===== config.mk =====
export PLATFORM = sky130hd
export DESIGN_NAME = waveform_gen
export DESIGN_NICKNAME = d
export VERILOG_FILES = /design/src/rtl/waveform_gen.sv
export SDC_FILE = /design/constraint.sdc
export NUM_CORES = 1
export LEC_CHECK = 0
export CAP_MARGIN = 5
export CORE_MARGIN = 5
export CORE_UTILIZATION = 36
export CTS_BUF_LIST = sky130_fd_sc_hd__clkbuf_8
export DETAILED_ROUTE_END_ITERATION = 10
export PLACE_DENSITY = 0.55
export SYNTH_ARGS = -nofsm -noshare
export SYNTH_HDL_FRONTEND = slang
export SYNTH_SLANG_ARGS = --single-unit

===== constraint.sdc =====
create_clock -name clk_i -period 4.9 [get_ports clk_i]
set_input_delay 0.735 -clock clk_i [delete_from_list [all_inputs] [get_ports clk_i]]
set_output_delay 0.735 -clock clk_i [all_outputs]
set_load 0.01 [all_outputs]

===== src/rtl/waveform_gen.sv =====
// Strobe-driven sawtooth/triangle/square/DC generator, signed Q0.N_FRAC, one-cycle strobe latency.
// Optional macro WAVEFORM_GEN_SYNC_EN adds period_sync_o (period-wrap / mode-change pulse).
module waveform_gen #(
  parameter int N_FRAC = 7
) (
  input  logic                     clk_i,
  input  logic                     rst_i,
  input  logic signed [N_FRAC:0]   amplitude_i,
  input  logic signed [N_FRAC:0]   addend_i,
  input  logic        [1:0]        mode_i,
  input  logic                     next_data_strobe_i,
  output logic signed [N_FRAC:0]   data_o,
  output logic                     data_out_valid_strobe_o
`ifdef WAVEFORM_GEN_SYNC_EN
  ,
  output logic                     period_sync_o
`endif
);

  localparam int W  = N_FRAC + 1;
  localparam int SW = N_FRAC + 2;

  typedef enum logic [1:0] {MODE_SAW = 2'd0, MODE_TRI = 2'd1, MODE_SQR = 2'd2, MODE_DC = 2'd3} mode_t;
  typedef enum logic {DIR_UP = 1'b0, DIR_DOWN = 1'b1} dir_t;

  function automatic logic signed [W-1:0] sat_nonneg(input logic signed [W-1:0] v);
    return v[W-1] ? '0 : v;
  endfunction

  mode_t               r_mode;
  dir_t                r_dir;
  logic signed [W-1:0] r_acc;

  logic signed [W-1:0]  w_amp;
  logic signed [W-1:0]  w_step;
  logic signed [W-1:0]  w_neg_amp;
  logic signed [SW-1:0] w_amp_x;
  logic signed [SW-1:0] w_neg_amp_x;
  logic signed [SW-1:0] w_sum_up;
  logic signed [SW-1:0] w_sum_dn;
  logic                 w_mode_chg;
  logic                 w_saw_wrap;
  logic                 w_tri_top;
  logic                 w_tri_bot;

  assign w_amp       = sat_nonneg(amplitude_i);
  assign w_step      = sat_nonneg(addend_i);
  assign w_amp_x     = SW'(w_amp);
  assign w_neg_amp_x = -w_amp_x;
  assign w_neg_amp   = w_neg_amp_x[W-1:0];
  // One extra bit of headroom: |acc|,|S| <= 2^N_FRAC-1 so these sums cannot wrap.
  assign w_sum_up    = SW'(r_acc) + SW'(w_step);
  assign w_sum_dn    = SW'(r_acc) - SW'(w_step);
  assign w_mode_chg  = (mode_t'(mode_i) != r_mode);
  assign w_saw_wrap  = (w_sum_up > w_amp_x);
  assign w_tri_top   = (w_sum_up >= w_amp_x);
  assign w_tri_bot   = (w_sum_dn <= w_neg_amp_x);

  mode_t               w_mode_nxt;
  dir_t                w_dir_nxt;
  logic signed [W-1:0] w_acc_nxt;
  logic signed [W-1:0] w_data_nxt;

  always_comb begin
    w_mode_nxt = r_mode;
    w_dir_nxt  = r_dir;
    w_acc_nxt  = r_acc;
    w_data_nxt = r_acc;
    if (w_mode_chg) begin
      w_mode_nxt = mode_t'(mode_i);
      w_dir_nxt  = DIR_UP;
      w_acc_nxt  = w_neg_amp;
      w_data_nxt = (mode_t'(mode_i) == MODE_DC) ? w_amp : w_neg_amp;
    end else begin
      unique case (r_mode)
        MODE_SAW, MODE_SQR: begin
          w_acc_nxt = w_saw_wrap ? w_neg_amp : w_sum_up[W-1:0];
          if (r_mode == MODE_SAW) w_data_nxt = w_acc_nxt;
          else                    w_data_nxt = w_acc_nxt[W-1] ? w_neg_amp : w_amp;
        end
        MODE_TRI: begin
          if (r_dir == DIR_UP) begin
            if (w_tri_top) begin
              w_acc_nxt = w_amp;
              w_dir_nxt = DIR_DOWN;
            end else begin
              w_acc_nxt = w_sum_up[W-1:0];
            end
          end else begin
            if (w_tri_bot) begin
              w_acc_nxt = w_neg_amp;
              w_dir_nxt = DIR_UP;
            end else begin
              w_acc_nxt = w_sum_dn[W-1:0];
            end
          end
          w_data_nxt = w_acc_nxt;
        end
        default: w_data_nxt = w_amp;
      endcase
    end
  end

  always_ff @(posedge clk_i) begin
    if (rst_i) begin
      r_mode                  <= MODE_SAW;
      r_dir                   <= DIR_UP;
      r_acc                   <= '0;
      data_o                  <= '0;
      data_out_valid_strobe_o <= 1'b0;
    end else if (next_data_strobe_i) begin
      r_mode                  <= w_mode_nxt;
      r_dir                   <= w_dir_nxt;
      r_acc                   <= w_acc_nxt;
      data_o                  <= w_data_nxt;
      data_out_valid_strobe_o <= 1'b1;
    end else begin
      data_out_valid_strobe_o <= 1'b0;
    end
  end

`ifdef WAVEFORM_GEN_SYNC_EN
  logic w_sync_nxt;
  // Period boundary: saw/square wrap, triangle bottom turn, or entry to any non-DC mode.
  assign w_sync_nxt = w_mode_chg ? (mode_t'(mode_i) != MODE_DC) :
                      (((r_mode == MODE_SAW) || (r_mode == MODE_SQR)) && w_saw_wrap) ||
                      ((r_mode == MODE_TRI) && (r_dir == DIR_DOWN) && w_tri_bot);

  always_ff @(posedge clk_i) begin
    if (rst_i)                   period_sync_o <= 1'b0;
    else if (next_data_strobe_i) period_sync_o <= w_sync_nxt;
    else                         period_sync_o <= 1'b0;
  end
`endif

endmodule


==> results.json <==
{
  "track_usage_pct": 19.6,
  "overflow": 0,
  "drive_gt1_share_pct": 13.3,
  "yosys.area.top_type": "dfxtp_1",
  "synth_compound_area_share_pct": 31.1,
  "whs_path_depth": 2,
  "initial_core_util_pct": 37.4,
  "synth_area_leaders": "dfxtp_1, ha_1, nor2_1",
  "final_common_cell": "nor2_1",
  "p_switching_mw": 0.477,
  "area_growth_pct": 21.1,
  "pre_cts_slack_ns": -0.421,
  "clk_pin_slew_worst_paths_ns": 0.09,
  "power_mw": 1.11,
  "mappedNetlistArea_um2": 3100,
  "drt-wirelength-per-cell_um": 18.2,
  "drv_slew": 0,
  "netlist_instances": 417,
  "hpwl_um": 8080,
  "drt_iter0_drc": 234,
  "ant_nets": 0,
  "syn_avg_cell_area_um2": 7.44,
  "hold_buffers": 0,
  "die_x_um": 103,
  "crit_arrival_ns": 4.86,
  "start_kind": "input pin",
  "fin_area_um2": 3760,
  "fin_nets": 516,
  "grtUsageMet3_pct": 2.03,
  "seqPwrFrac_pct": 18.0,
  "finalHoldViolations": 0,
  "internal-power_mw": 0.629,
  "drcViolationCount": 0,
  "worstSetupPathType": "input pin to flop",
  "fin_util_pct": 45.3,
  "vias_per_cell": 5.68,
  "setup_violations": 0,
  "busiest_layer": "met2",
  "dp_cells": 560,
  "dieHeight_um": 103,
  "yosysWarnings": 0,
  "dpl-instance-area_um2": 3620,
  "reg2reg_depth": 18,
  "required_ns": 5.03,
  "yosys.area.top_type_share_pct": 12.9,
  "synthMuxAreaShare_pct": 5.20,
  "grt_pass1_wl_um": 16200,
  "synthAdderAreaFrac_pct": 14.2,
  "fin_ws_ns": 0.172,
  "timing.final.crit_period_ns": 4.73,
  "min_path_type": "flop to flop",
  "synth-edff-count": 0,
  "dr.pass1.iters": 5,
  "p_sw_share_pct": 43.1,
  "max-slew-margin-rel_pct": 39.5,
  "min_period_over_period_pct": 96.5,
  "cts_tree": "yes",
  "synth_top_flop_cell": "dfxtp_1",
  "synth_nets": 472,
  "grt_pass1_vias": 3125,
  "cap_viol_max_count": 0,
  "end_kind": "flop",
  "holdPathEnd": "data_o[7]",
  "worst_hold_slack_ns": 0.492,
  "nFillCells": 826,
  "totalWireLength_um": 10300,
  "yosysUniqueCellTypes": 70,
  "pin_count": 30,
  "p_leak_nw": 1.61,
  "root_buffer": "clkbuf_8",
  "max_freq_mhz": 212,
  "r2r_slack_ns": 0.83,
  "antenna_found_initial": 0,
  "gp_congestion": 0.962,
  "p_comb_share_pct": 65.9,
  "grt_max_degree": 23,
  "status": "finished, final reports clean",
  "clk_latency_ns": 0.28,
  "r2r-end": "r_acc[2]",
  "yosys.area_share.simple_pct": 22.2,
  "core_um2": 8300,
  "portBuffers": 29,
  "h-tree-depth": 1,
  "gr-usage-met1_pct": 27.2,
  "tightest_slew_ns": 0.905,
  "use_met2_pct": 31.2,
  "cts_buffer_depth": 2,
  "ys_seq_area_share_pct": 12.9,
  "synth-xor-area-share_pct": 5.65,
  "ys_async_sr_fraction_pct": 0,
  "via_count": 3211,
  "synth_top_family_by_area": "compound AO/OA/AOI/OAI gates",
  "power.share.clock_pct": 16.1,
  "numCtsBuffers": 3,
  "die_area_um2": 10600,
  "hp-start": "data_o[7]",
  "ir_drop_uv": 122,
  "cellPowerDensity_nw_per_um2": 294,
  "rows": 33,
  "ys_ff_latch": 20,
  "cts_sinks": 20,
  "path_max_fanout": 6,
  "reg2reg_from": "r_acc[0]",
  "fin_worst_skew_ns": 0.00541,
  "diodes": 0,
  "fin_tns_setup_ns": 0,
  "fin_cells": 565,
  "final_cell_mix": "nor2_1, buf_4, ha_1"
}
[state kept, by name, summed over array words and instances, names as in the netlist]
register                 flops
r_mode                       2
data_o                       8
r_dir                        1
r_acc                        8
data_out_valid_strobe_o      1
[repair_timing]
action,CTS,global route
resized for setup,3,11
gates cloned,0,0
pin swaps,1,6
endpoints found under the setup margin,15,16
buffers inserted,0,1
hold endpoints to repair,0,0
[final cells by class]
cell class / instances / area, µm² / area share [%]
multi-input combinational: 342 / 2490 / 66.3
timing repair buffer: 64 / 552 / 14.7
sequential: 20 / 400 / 10.7
tap: 105 / 131 / 3.50
inverter: 30 / 113 / 3.00
clock buffer: 3 / 41.3 / 1.10
clock inverter: 1 / 30.0 / 0.799
[metal layers]
metal | routed length, µm | vias up
li1 | - | 1606
met2 | 4570 | 112
met5 | 0 | -
met3 | 534 | 23
met4 | 360 | 0
met1 | 4820 | 1470
[Yosys cell counts (all sizes together) (9+ instances only)]
cell	count
nor2	53
a21oi	33
ha	32
inv	29
o21ai	22
dfxtp	20
nand2	20
nand2b	16
mux2i	15
clkbuf	14
buf	11
nor3	11
xnor2	11
a211oi	10
xor2	9
[worst max-delay path, cell delays in order]
cell and delay, ns:
clkdlybuf4s50_1 0.45, nor2b_4 0.16, ha_2 0.19, inv_1 0.05
fa_1 0.40, a21o_1 0.19, a311o_1 0.36, a21oi_2 0.20
xnor2_2 0.15, ha_1 0.27, a21o_1 0.19, a2111oi_2 0.38
a211oi_2 0.09, a21oi_2 0.21, buf_4 0.18, mux2i_2 0.25
mux2i_2 0.13, a31oi_1 0.20, nor3_1 0.07
[logic make-up (layout without fill, tap and decap cells)]
| kind of cell | after synthesis | count (layout) |
|---|---|---|
| simple gates | 138 | 138 |
| compound gates | 134 | 134 |
| buf+inv | 55 | 98 |
| fa+ha+maj | 34 | 34 |
| xor+xnor | 20 | 20 |
| flops | 20 | 20 |
| mux | 16 | 16 |
[how the worst max path moves through the flow]
stage / start / endpoint / slack, ns / cells after the start
3_3_place_gp: addend_i[7] / r_acc[2] / -0.29 / 19
6_report: addend_i[0] / r_acc[2] / 0.17 / 19
3_5_place_dp: addend_i[7] / r_acc[2] / -0.42 / 19
2_1_floorplan: addend_i[0] / data_o[7] / 0.54 / 17
4_1_cts: addend_i[0] / r_acc[2] / 0.03 / 19
5_1_grt: addend_i[0] / data_o[5] / -0.04 / 18
[power by group through the flow]
stage / Sequential, mW / Combinational, mW / Clock [mW]
final: 0.199 / 0.729 / 0.179
after global routing: 0.201 / 0.795 / 0.185
after CTS: 0.199 / 0.689 / 0.179
after detailed placement: 0.202 / 0.681 / 0
after global placement: 0.202 / 0.677 / 0
after floorplan: 0.195 / 0.476 / 0
(Power assumes the default switching activity.)
==> edit (config.mk and constraints unchanged) <==
Add a define of `WAVEFORM_GEN_SYNC_EN`.
--- a/src/rtl/waveform_gen.sv
+++ b/src/rtl/waveform_gen.sv
@@ -2,2 +2,4 @@
 // Optional macro WAVEFORM_GEN_SYNC_EN adds period_sync_o (period-wrap / mode-change pulse).
+`define WAVEFORM_GEN_SYNC_EN
+
 module waveform_gen #(
Check against the original RTL (old outputs only; new: period_sync_o): equivalent (equiv_simple and equiv_induct, registers matched by name and starting in step).
==> edit against the unedited design <==
Clock power down 32%; die area up 0.76%; via count up 7.8%; hold slack better by 7.8 ps; maximum frequency up 0.80%; sequential cell count up 1; worst setup slack better by 38 ps; design area up 6.9%; synthesized cell count up 1.9%; core utilization up 1.5 points; synthesized area up 0.85%; total power down 1.4%; routed wire length up 5.6%; critical path type unchanged.
==> edit: results (changes against the unedited design) <==
The total leakage power is 1.71 nW (+6.3%). The length of routed met3 wiring is 630 um (+18%). The routability-driven placement congestion ratio was 1.01 (+4.9%). The share of final-layout standard cells stronger than drive strength 1 came out at 17.9% (+4.7 points). The number of DRC violations after detailed-routing iteration 0 is 311 (+33%). Ranked by total cell area, the synthesized netlist is headed by sky130_fd_sc_hd__dfxtp_1, sky130_fd_sc_hd__ha_1, sky130_fd_sc_hd__nor2_1. The largest clock skew in the final design was 2.59 ps (-2.82 ps).

The fraction of area in multi-input gates came to 62.9% (-3.4 points). The startpoint identified for the worst register-to-register timing path is r_acc[1]. The overall fraction of global-route tracks in use came out at 20.7% (+1.1 points).

The number of clock sinks was 21 (+5.0%). The multiplexer share of the synthesized area is 6.32% (+1.1 points). The global-route met2 utilization is 33.4% (+2.3 points). The area share of fa/ha/maj cells after synthesis came out at 14.1% (-0.12 points). The first-pass GRT wire length is 17.2 mm (+6.4%). The met1 wire length is 5.01 mm (+3.9%). The number of non-filler instances in the completed layout came out at 604 (+6.9%).

The biggest fanout along the worst timing path came out at 7 (+1). The via count of the first global-routing pass came to 3353 (+7.3%). The post-placement setup slack is -474 ps (-53.1 ps). The sequential cell area fraction in the yosys report is 13.4% (+0.53 points). The filler cell count came out at 887 (+7.4%). The number of non-clock buffers in the layout is 92 (+44%). The worst max-slew margin expressed relative to the limit is 33.7% (-5.8 points). The flow ran to the end, and the final reports show no timing, DRC or antenna violations.

The final worst-path cycle share is 95.7% (-0.77 points). The total nets after synthesis came out at 480 (+1.7%).
==> edit: changes by cell type in the layout (fill, tap and decap cells not counted), sizes merged, moves of 4 or more <==
cell / before / now
buf: 35 / 62
nand4: 1 / 6
nor2: 53 / 41
nand2: 20 / 29
o211ai: 3 / 7
a21oi: 33 / 26
nor2b: 8 / 13
mux2: 1 / 6
==> edit: power breakdown <==
group | internal, mW | leakage (nW) | switching, mW | total (mW)
clock network | 0.0568 | 0.0255 | 0.0647 | 0.122
logic | 0.372 | 1.51 | 0.389 | 0.761
registers | 0.187 | 0.174 | 0.0210 | 0.208
==> edit: worst min path at each step <==
| stage | startpoint | endpoint | cells past startpoint |
|---|---|---|---|
| floorplan | r_acc[3] | r_acc[3] | 1 |
| global placement | data_o[7] | data_o[7] | 2 |
| detailed placement | data_o[7] | data_o[7] | 2 |
| CTS | data_o[7] | data_o[7] | 2 |
| global route | data_o[7] | data_o[7] | 2 |
| finish | data_o[7] | data_o[7] | 2 |
